[src/rtl/fb_pkg.sv]
// Shared framebuffer definitions: geometry defaults, coordinate/address widths
// and the line-rasterizer state encoding.
package fb_pkg;
  localparam int FB_H_RES = 640;
  localparam int FB_V_RES = 480;
  localparam int X_W      = 10;
  localparam int Y_W      = 9;
  localparam int ADDR_W   = 19;
  localparam int COLOR_W  = 4;
  localparam int COORD_W  = 11;  // signed working width for x/y stepping
  localparam int ERR_W    = 12;  // signed Bresenham error width

  typedef enum logic [1:0] {
    IDLE     = 2'd0,
    SETUP    = 2'd1,
    DRAW     = 2'd2,
    WAIT_RDY = 2'd3
  } state_t;
endpackage

[src/rtl/fb_addr_gen.sv]
// Linear framebuffer address: addr = y*H_RES + x. Shared by framebuffer writers.
module fb_addr_gen
  import fb_pkg::*;
#(
  parameter int H_RES = FB_H_RES
) (
  input  logic [X_W-1:0]    x,
  input  logic [Y_W-1:0]    y,
  output logic [ADDR_W-1:0] addr
);

  logic [31:0] full_addr;

  assign full_addr = 32'(y) * 32'(H_RES) + 32'(x);
  assign addr      = full_addr[ADDR_W-1:0];

endmodule

[src/rtl/line_rasterizer.sv]
// Bresenham line rasterizer: one pixel per cycle into a framebuffer, with
// on-screen clipping and a frame_end/ready buffer-swap handshake.
module line_rasterizer
  import fb_pkg::*;
#(
  parameter int H_RES = FB_H_RES,
  parameter int V_RES = FB_V_RES
) (
  input  logic               clk,
  input  logic               rst,
  input  logic               start,
  input  logic [X_W-1:0]     x0,
  input  logic [X_W-1:0]     x1,
  input  logic [Y_W-1:0]     y0,
  input  logic [Y_W-1:0]     y1,
  input  logic [COLOR_W-1:0] color_in,
  input  logic               frame_end,
  input  logic               ready,
  output logic [ADDR_W-1:0]  w_addr,
  output logic [COLOR_W-1:0] color,
  output logic               en_w,
  output logic               done,
  output logic               busy,
  output logic               line_done,
  output state_t             state_dbg
);

  // Handshake: start is a request sampled only in IDLE; busy rises the cycle
  // after acceptance and any start seen while busy is ignored (not queued).
  // frame_end in IDLE (without start) raises done for one cycle; the block
  // then stays busy in WAIT_RDY until the controller answers with ready.

  localparam logic signed [COORD_W-1:0] ONE = COORD_W'(1);

  state_t state, state_nxt;

  logic signed [COORD_W-1:0] x_r, y_r, x_end, y_end;
  logic signed [COORD_W-1:0] x_nxt, y_nxt;
  logic signed [COORD_W-1:0] ddx, ddy, adx, ady;
  logic signed [ERR_W-1:0]   dx_r, dy_r, err_r, err_nxt;
  logic signed [ERR_W:0]     e2, dx_e, dy_e;
  logic                      sx_neg, sy_neg;
  logic                      step_x, step_y, at_end, on_x, on_y;
  logic [COLOR_W-1:0]        color_r;
  logic                      done_q;

  // Endpoint deltas, used only in SETUP when x_r/y_r still hold (x0,y0).
  assign ddx = x_end - x_r;
  assign ddy = y_end - y_r;
  assign adx = ddx[COORD_W-1] ? -ddx : ddx;
  assign ady = ddy[COORD_W-1] ? -ddy : ddy;

  assign e2     = {err_r, 1'b0};
  assign dx_e   = {dx_r[ERR_W-1], dx_r};
  assign dy_e   = {dy_r[ERR_W-1], dy_r};
  assign step_x = (e2 >= dy_e);
  assign step_y = (e2 <= dx_e);
  assign at_end = (x_r == x_end) && (y_r == y_end);

  always_comb begin
    err_nxt = err_r;
    x_nxt   = x_r;
    y_nxt   = y_r;
    if (step_x) begin
      err_nxt = err_nxt + dy_r;
      x_nxt   = sx_neg ? x_r - ONE : x_r + ONE;
    end
    if (step_y) begin
      err_nxt = err_nxt + dx_r;
      y_nxt   = sy_neg ? y_r - ONE : y_r + ONE;
    end
  end

  always_ff @(posedge clk or posedge rst) begin
    if (rst) state <= IDLE;
    else     state <= state_nxt;
  end

  always_comb begin
    state_nxt = state;
    line_done = 1'b0;
    case (state)
      IDLE: begin
        if (start)          state_nxt = SETUP;
        else if (frame_end) state_nxt = WAIT_RDY;
      end
      SETUP: state_nxt = DRAW;
      DRAW: begin
        if (at_end) begin
          line_done = 1'b1;
          state_nxt = IDLE;
        end
      end
      WAIT_RDY: begin
        if (ready) state_nxt = IDLE;
      end
      default: state_nxt = IDLE;
    endcase
  end

  always_ff @(posedge clk or posedge rst) begin
    if (rst) begin
      x_r     <= '0;
      y_r     <= '0;
      x_end   <= '0;
      y_end   <= '0;
      dx_r    <= '0;
      dy_r    <= '0;
      err_r   <= '0;
      sx_neg  <= 1'b0;
      sy_neg  <= 1'b0;
      color_r <= '0;
      done_q  <= 1'b0;
    end else begin
      done_q <= (state == IDLE) && !start && frame_end;
      case (state)
        IDLE: begin
          if (start) begin
            x_r     <= {1'b0, x0};
            y_r     <= {2'b00, y0};
            x_end   <= {1'b0, x1};
            y_end   <= {2'b00, y1};
            color_r <= color_in;
          end
        end
        SETUP: begin
          dx_r   <= {adx[COORD_W-1], adx};
          dy_r   <= -{ady[COORD_W-1], ady};
          err_r  <= {adx[COORD_W-1], adx} - {ady[COORD_W-1], ady};
          sx_neg <= ddx[COORD_W-1];
          sy_neg <= ddy[COORD_W-1];
        end
        DRAW: begin
          if (!at_end) begin
            x_r   <= x_nxt;
            y_r   <= y_nxt;
            err_r <= err_nxt;
          end
        end
        default: ;
      endcase
    end
  end

  // Clip: pixels outside the visible frame still take their DRAW cycle.
  assign on_x = !x_r[COORD_W-1] && (int'(x_r[COORD_W-2:0]) < H_RES);
  assign on_y = !y_r[COORD_W-1] && (int'(y_r[COORD_W-2:0]) < V_RES);

  fb_addr_gen #(.H_RES(H_RES)) u_addr_gen (
    .x    (x_r[X_W-1:0]),
    .y    (y_r[Y_W-1:0]),
    .addr (w_addr)
  );

  assign en_w      = (state == DRAW) && on_x && on_y;
  assign color     = color_r;
  assign done      = done_q;
  assign busy      = (state != IDLE);
  assign state_dbg = state;

endmodule

[config.mk]
export PLATFORM = sky130hd
export DESIGN_NAME = line_rasterizer
export DESIGN_NICKNAME = d
export VERILOG_FILES = /design/src/rtl/fb_pkg.sv /design/src/rtl/fb_addr_gen.sv /design/src/rtl/line_rasterizer.sv
export SDC_FILE = /design/constraint.sdc
export NUM_CORES = 1
export LEC_CHECK = 0
export ABC_AREA = 1
export BUFFER_PORTS_ARGS = -buffer_cell sky130_fd_sc_hd__buf_4
export CAP_MARGIN = 20
export CORE_UTILIZATION = 35
export CTS_CLUSTER_DIAMETER = 80
export DETAILED_ROUTE_END_ITERATION = 10
export PLACE_DENSITY = 0.6
export REMOVE_ABC_BUFFERS = 1
export SETUP_SLACK_MARGIN = 0.15
export SYNTH_ARGS = -nofsm -noshare
export SYNTH_HDL_FRONTEND = slang
export SYNTH_HIERARCHICAL = 1
export SYNTH_SLANG_ARGS = --single-unit
[constraint.sdc]
create_clock -name clk -period 5 [get_ports clk]
set_input_delay 1 -clock clk [delete_from_list [all_inputs] [get_ports clk]]
set_output_delay 1 -clock clk [all_outputs]
set_load 0.01 [all_outputs]
==> flow_summary.json, run 1 <==
{
  "status": "complete, no violations",
  "max_cap_viol_count": 0,
  "avgSynthCellArea_um2": 7.12,
  "dieArea_mm2": 0.0271,
  "setup_ws_ns": 0.739,
  "cpMostUsedCell": "inv_1",
  "holdPathEnd": "color[1]",
  "slew_headroom_pct": 52.9,
  "clk_pin_slew_worst_paths_ns": 0.07,
  "fp.coreArea_mm2": 0.0260,
  "crit_family": "simple AND/OR/NAND/NOR gates",
  "totalWireLength_mm": 24.5,
  "gp_congestion": 0.868,
  "track_usage_pct": 19.1,
  "initialDrtViolationCount": 418,
  "post_cts_buffers": 0,
  "ys_types": 56,
  "worst_r2r_path_depth": 25,
  "synth_area_mm2": 0.00926,
  "worst_pin_slew_ns": 0.706,
  "wl_per_cell_um": 14.4,
  "synth_edf_count": 0,
  "whs_path_depth": 1,
  "grt-ovfl-total": 0,
  "rsz0062_at_grt": "no",
  "io_buffers": 75,
  "cpPeakStageDelay_ns": 0.42,
  "arrival_ns": 4.55,
  "drtAntennaViolNets": 0,
  "start_kind": "flip-flop",
  "hold_viol_final": 0,
  "die_h_um": 165,
  "crit_fanout": 12,
  "cp_data_required_time_ns": 5.29,
  "regToRegSetupSlack_ns": 0.74,
  "dieWidth_um": 165,
  "synthToLayoutAreaGrowth_pct": 13.1,
  "cts_tree": "yes",
  "clock-sinks": 85,
  "nets": 1537,
  "fin_skew_ns": 0.0162,
  "dp_hpwl_mm": 19.5,
  "ys_seq_area_share_pct": 23.0,
  "rows": 59,
  "grt_antenna_before_repair": 0,
  "mostFrequentLayoutCells": "nand2_1 (308), inv_1 (198), ha_1 (115), a21oi_1 (87), nor2_1 (86)",
  "clockBufferDepth": 2,
  "endpoint_kind": "flip-flop",
  "synth-seq-cells": 85,
  "ctsRootBufferMaster": "clkbuf_16",
  "vias_per_cell": 4.98,
  "cts-resized-gates": 0,
  "io_pins": 76,
  "min_from": "color[1]",
  "min_period_over_period_pct": 85.2,
  "max_freq_mhz": 235,
  "hold_path.class": "flip-flop to flip-flop",
  "synthCells": 1301,
  "grt_max_degree": 51,
  "clk_latency_ns": 0.36,
  "cp_num_buf_inv": 6,
  "synthFlopType": "dfrtp_1",
  "diodes": 0,
  "vias": 8489,
  "slowest_stage": "dfrtp_1",
  "tns_ns": 0,
  "async_flop_share_pct": 100,
  "final_layout_size_suffix_gt1_share_pct": 13.3,
  "postCtsHoldBufs": 0,
  "cts_max_level": 3,
  "final-max-slew-violation-count": 0,
  "grt_pass1_vias": 8158,
  "placed_cell_area_mm2": 0.0102,
  "r2r_start": "x_r[0]",
  "final_common_cell": "nand2_1",
  "dr.pass1.iters": 5,
  "setup_viol": 0,
  "dpl_worst_slack_ns": 0.782,
  "remaining_drc_errors": 0,
  "reg2reg_to": "err_r[8]",
  "finalCriticalPeriod_ns": 4.26,
  "critPathKind": "flip-flop to flip-flop",
  "design_area_mm2": 0.0105,
  "numCtsBuffers": 9,
  "yosysWarnings": 6,
  "whs_ns": 0.516,
  "grt_pass1_wl_mm": 40.5,
  "initial_core_util_pct": 35.6
}
==> flip-flops by register name, summed over array words and instances (netlist names) <==
signal / flops
done: 1
y_end: 9
sx_neg: 1
dy_r: 12
err_r: 12
x_end: 10
x_r: 11
dx_r: 11
sy_neg: 1
state_dbg: 2
color: 4
y_r: 11
==> synth_stat cells (7+ instances only) <==
cell	count	area (um2)
o211ai_1	14	105
nand2_2	11	68.8
xnor2_1	12	105
o21bai_1	7	52.6
o21ai_0	70	350
nand4_1	17	106
xor2_1	34	298
or2_2	8	50.1
inv_1	199	747
dfrtp_1	85	2130
nand3_1	77	385
a31oi_1	14	87.6
nor2_1	87	327
nand3b_1	9	67.6
a21oi_1	87	435
clkbuf_1	18	67.6
nor3_1	13	65.1
nand2_1	308	1160
fa_1	9	180
mux2_2	21	236
ha_1	115	1440
buf_4	9	67.6
==> per-stage QoR <==
stage | utilization (%) | std cells
floorplan | - | 1270
global placement | 39.1 | 1689
detailed placement | 39.1 | 1689
CTS | 40.2 | 1705
global route | 40.3 | 1706
finish | 40.3 | 1706
==> routing by layer <==
| layer | share of wire (%) | vias to the layer above | track usage (%) |
|---|---|---|---|
| met5 | 0 | - | 0 |
| met4 | 1.6 | 0 | 5.21 |
| met3 | 3.7 | 24 | 2.64 |
| met2 | 46 | 147 | 31.9 |
| met1 | 48 | 3915 | 25.5 |
| li1 | - | 4403 | - |
==> logic make-up after synthesis <==
logic type | count (synthesis) | share of synthesized area (%)
AND/OR/NAND/NOR | 559 | 27.4
buffers and inverters | 237 | 10.1
adder cells (fa/ha/maj) | 124 | 17.5
AO/OA/AOI/OAI | 224 | 13.9
multiplexers | 21 | 2.55
XOR/XNOR | 51 | 5.59
flip-flops | 85 | 23.0
==> final cells by class <==
class,count,area [um2]
fill,2751,15500
clock buffer,12,246
sequential,85,2130
tap,335,419
inverter,206,774
multi-input combinational,979,6200
clock inverter,4,55.1
timing repair buffer,85,651
==> worst max-delay path by stage <==
stage	startpoint	end	cells past startpoint
6_report	x_r[0]	err_r[8]	25
5_1_grt	x_r[0]	err_r[11]	31
4_1_cts	x_r[0]	err_r[8]	25
3_5_place_dp	x_r[0]	err_r[8]	25
3_3_place_gp	x_r[0]	err_r[8]	25
2_1_floorplan	x_r[0]	err_r[8]	24
Power of run 1 is not shown: default switching activity piles up to over one toggle a cycle in this logic, so the estimate is an artifact.
==> run 2: changes to the inputs <==
--- a/config.mk
+++ b/config.mk
@@ -5,7 +5,6 @@
 export SDC_FILE = /design/constraint.sdc
 export NUM_CORES = 1
 export LEC_CHECK = 0
-export ABC_AREA = 1
 export BUFFER_PORTS_ARGS = -buffer_cell sky130_fd_sc_hd__buf_4
 export CAP_MARGIN = 20
 export CORE_UTILIZATION = 35
==> run 2 against run 1 <==
  * Setup slack got worse by 0.24 ns
  * Register-to-register slack got worse by 0.24 ns
  * Critical path depth decreased by 6
  * Wire length shrank 4.7%
  * Die area shrank 3.3%
  * Count of clock-buffer cells in the layout is 1 lower
  * Utilization increased by 0.55 points
  * Via count fell by 9.3%
  * Critical path type unchanged
  * Largest cell class unchanged
==> flow_summary.json, run 2 <==
{
  "status": "complete, no violations",
  "synth_area_leader_cell": "dfrtp_1",
  "rsz0062_at_grt": "yes",
  "initial_core_util_pct": 35.7,
  "synth-seq-cells": 85,
  "min_period_over_period_pct": 90.1,
  "ys_top_cells_by_area": "dfrtp_1 (24%), ha_1 (16%), xnor2_1 (5.4%)",
  "synthFlopType": "dfrtp_1",
  "nets": 1296,
  "holdPathEnd": "dy_r[11]",
  "arrival_ns": 4.73,
  "synth_most_common_cell": "ha_1",
  "max_freq_mhz": 222,
  "rows": 58,
  "wl_per_cell_um": 16.0,
  "fill_cells": 2585,
  "grt_pass1_wl_mm": 39.1,
  "diodes": 0,
  "hold_path.class": "flip-flop to flip-flop",
  "busiest_layer": "met2",
  "vias": 7703,
  "final-max-slew-violation-count": 0,
  "synthToLayoutAreaGrowth_pct": 14.6,
  "synthMuxAreaShare_pct": 5.44,
  "ys_types": 82,
  "final_layout_size_suffix_gt1_share_pct": 16.4,
  "die_h_um": 162,
  "mostFrequentLayoutCells": "ha_1 (115), inv_1 (93), buf_4 (92), nand2_1 (87), dfrtp_1 (84)",
  "worst_r2r_path_depth": 19,
  "fin_skew_ns": 0.00859,
  "drtAntennaViolNets": 0,
  "final_common_cell": "ha_1",
  "ctsRootBufferMaster": "clkbuf_16",
  "cts_max_level": 3,
  "tns_ns": 0,
  "regToRegSetupSlack_ns": 0.50,
  "reg.largest.list": "dy_r: 12 flops, err_r: 12 flops",
  "synth-compound-area-share_pct": 22.2,
  "start_kind": "flip-flop",
  "vias_per_cell": 5.28,
  "endpoint_kind": "flip-flop",
  "setup_viol": 0,
  "synth_top_family_by_area": "compound AO/OA/AOI/OAI gates",
  "io_buffers": 75,
  "clk_latency_ns": 0.35,
  "numCtsBuffers": 9,
  "critPathKind": "flip-flop to flip-flop",
  "post_cts_buffers": 0,
  "dieWidth_um": 162,
  "io_pins": 76,
  "synthXorXnorAreaFrac_pct": 8.26,
  "remaining_drc_errors": 0,
  "synthCells": 1060,
  "gp_congestion": 0.896,
  "track_usage_pct": 18.6,
  "totalWireLength_mm": 23.4,
  "min_from": "dy_r[11]",
  "synth_fa_ha_area_share_pct": 18.1,
  "avgSynthCellArea_um2": 8.45,
  "globalRouteMet3Util_pct": 1.61,
  "cts_tree": "yes",
  "clock-sinks": 85,
  "dieArea_mm2": 0.0262,
  "grt_max_degree": 46,
  "grt-ovfl-total": 0,
  "clockBufferDepth": 2,
  "cp_data_required_time_ns": 5.22,
  "max_cap_viol_count": 0,
  "async_flop_share_pct": 100,
  "grt_antenna_before_repair": 0,
  "yosysWarnings": 6,
  "ys_seq_area_share_pct": 23.8,
  "r2r_start": "x_r[0]",
  "synth_edf_count": 0,
  "postCtsHoldBufs": 0,
  "dr.pass1.iters": 5,
  "crit_fanout": 4,
  "finalCriticalPeriod_ns": 4.50,
  "reg2reg_to": "err_r[9]",
  "hold_viol_final": 0,
  "grt_util_met2_pct": 30.5,
  "synth_top_cell_area_share_pct": 23.8,
  "worst_pin_slew_ns": 1.06,
  "synth_area_mm2": 0.00895,
  "fp.coreArea_mm2": 0.0251,
  "grt_pass1_vias": 7668,
  "clk_pin_slew_worst_paths_ns": 0.07,
  "use_met1_pct": 26.2,
  "slew_headroom_pct": 29.4,
  "yosys-top-cells-count": "ha_1 (115), inv_1 (94), nand2_1 (87)",
  "dp_hpwl_mm": 18.6,
  "whs_path_depth": 2,
  "yosys.area_share.simple_pct": 16.3,
  "initialDrtViolationCount": 465
}
[run 2: changes by cell type in the layout (fill, tap and decap cells not counted), moves of 21 or more]
cell | previous run | this run
xnor2_1 | 12 | 54
a21oi_1 | 87 | 63
nand3_1 | 77 | 14
nand2_1 | 308 | 87
inv_1 | 198 | 93
nor2b_1 | 0 | 21
[run 2: final cells by class]
class | instances | area, um2 | area share [%]
Multi-Input combinational cell | 843 | 6370 | 62.1
Sequential cell | 85 | 2130 | 20.7
Timing Repair Buffer | 92 | 691 | 6.73
Tap cell | 330 | 413 | 4.02
Inverter | 94 | 354 | 3.45
Clock buffer | 11 | 243 | 2.37
Clock inverter | 5 | 60.1 | 0.585
[run 2: layer usage]
| layer | vias to the layer above | part of all wire (%) |
|---|---|---|
| met4 | 0 | 0.91 |
| li1 | 3941 | - |
| met3 | 14 | 3.2 |
| met1 | 3604 | 49 |
| met5 | - | 0 |
| met2 | 144 | 46 |
[run 2: how the worst max path moves through the flow]
| stage | slack (ns) | endpoint | cells past startpoint | start |
|---|---|---|---|---|
| floorplan | 0.05 | err_r[9] | 19 | x_r[0] |
| global placement | 0.28 | err_r[11] | 18 | err_r[7] |
| detailed placement | 0.16 | err_r[10] | 17 | err_r[7] |
| CTS | 0.22 | err_r[11] | 18 | err_r[7] |
| global route | 0.13 | err_r[9] | 19 | x_r[0] |
| finish | 0.50 | err_r[9] | 19 | x_r[0] |
[run 2: what timing repair did]
item / 4_1_cts / 5_1_grt
cloned: 0 / 0
pin swaps: 0 / 1
endpoints found under the setup margin: 1 / 6
resized for setup: 1 / 14
[run 2: cells by family (layout without fill, tap and decap cells)]
logic type / Yosys count / in the layout
multiplexers: 44 / 44
buffers and inverters: 132 / 202
flip-flops: 85 / 85
adder cells (fa/ha/maj): 124 / 124
XOR/XNOR: 81 / 81
AND/OR/NAND/NOR: 298 / 298
AO/OA/AOI/OAI: 296 / 296
[run 2: metrics by stage]
stage / hold slack, ns / std cells / worst slack [ns] / util, % / cell area (um2)
after floorplan: 0.457 / 1022 / 0.0470 / - / 8770
after global placement: 0.475 / 1444 / 0.281 / 39.4 / 9880
after detailed placement: 0.474 / 1444 / 0.163 / 39.4 / 9880
after CTS: 0.489 / 1460 / 0.225 / 40.6 / 10200
after global routing: 0.526 / 1460 / 0.127 / 40.9 / 10300
final: 0.484 / 1460 / 0.495 / 40.9 / 10300
[run 2: worst max-delay path, cell delays in order, from the launching register on]
cell and delay, ns:
dfrtp_1 0.41, ha_1 0.19, inv_1 0.06, fa_1 0.41
a21o_1 0.20, a22o_1 0.23, o211a_1 0.26, o311ai_4 0.35
mux2i_2 0.37, inv_1 0.08, ha_1 0.27, nor2b_1 0.13
o21ai_0 0.21, a21boi_0 0.15, o21ai_0 0.26, a21oi_1 0.15
a21o_1 0.20, a21oi_1 0.23, xnor2_1 0.15, o21ai_1 0.07
Power of run 2 is left out for the same reason.
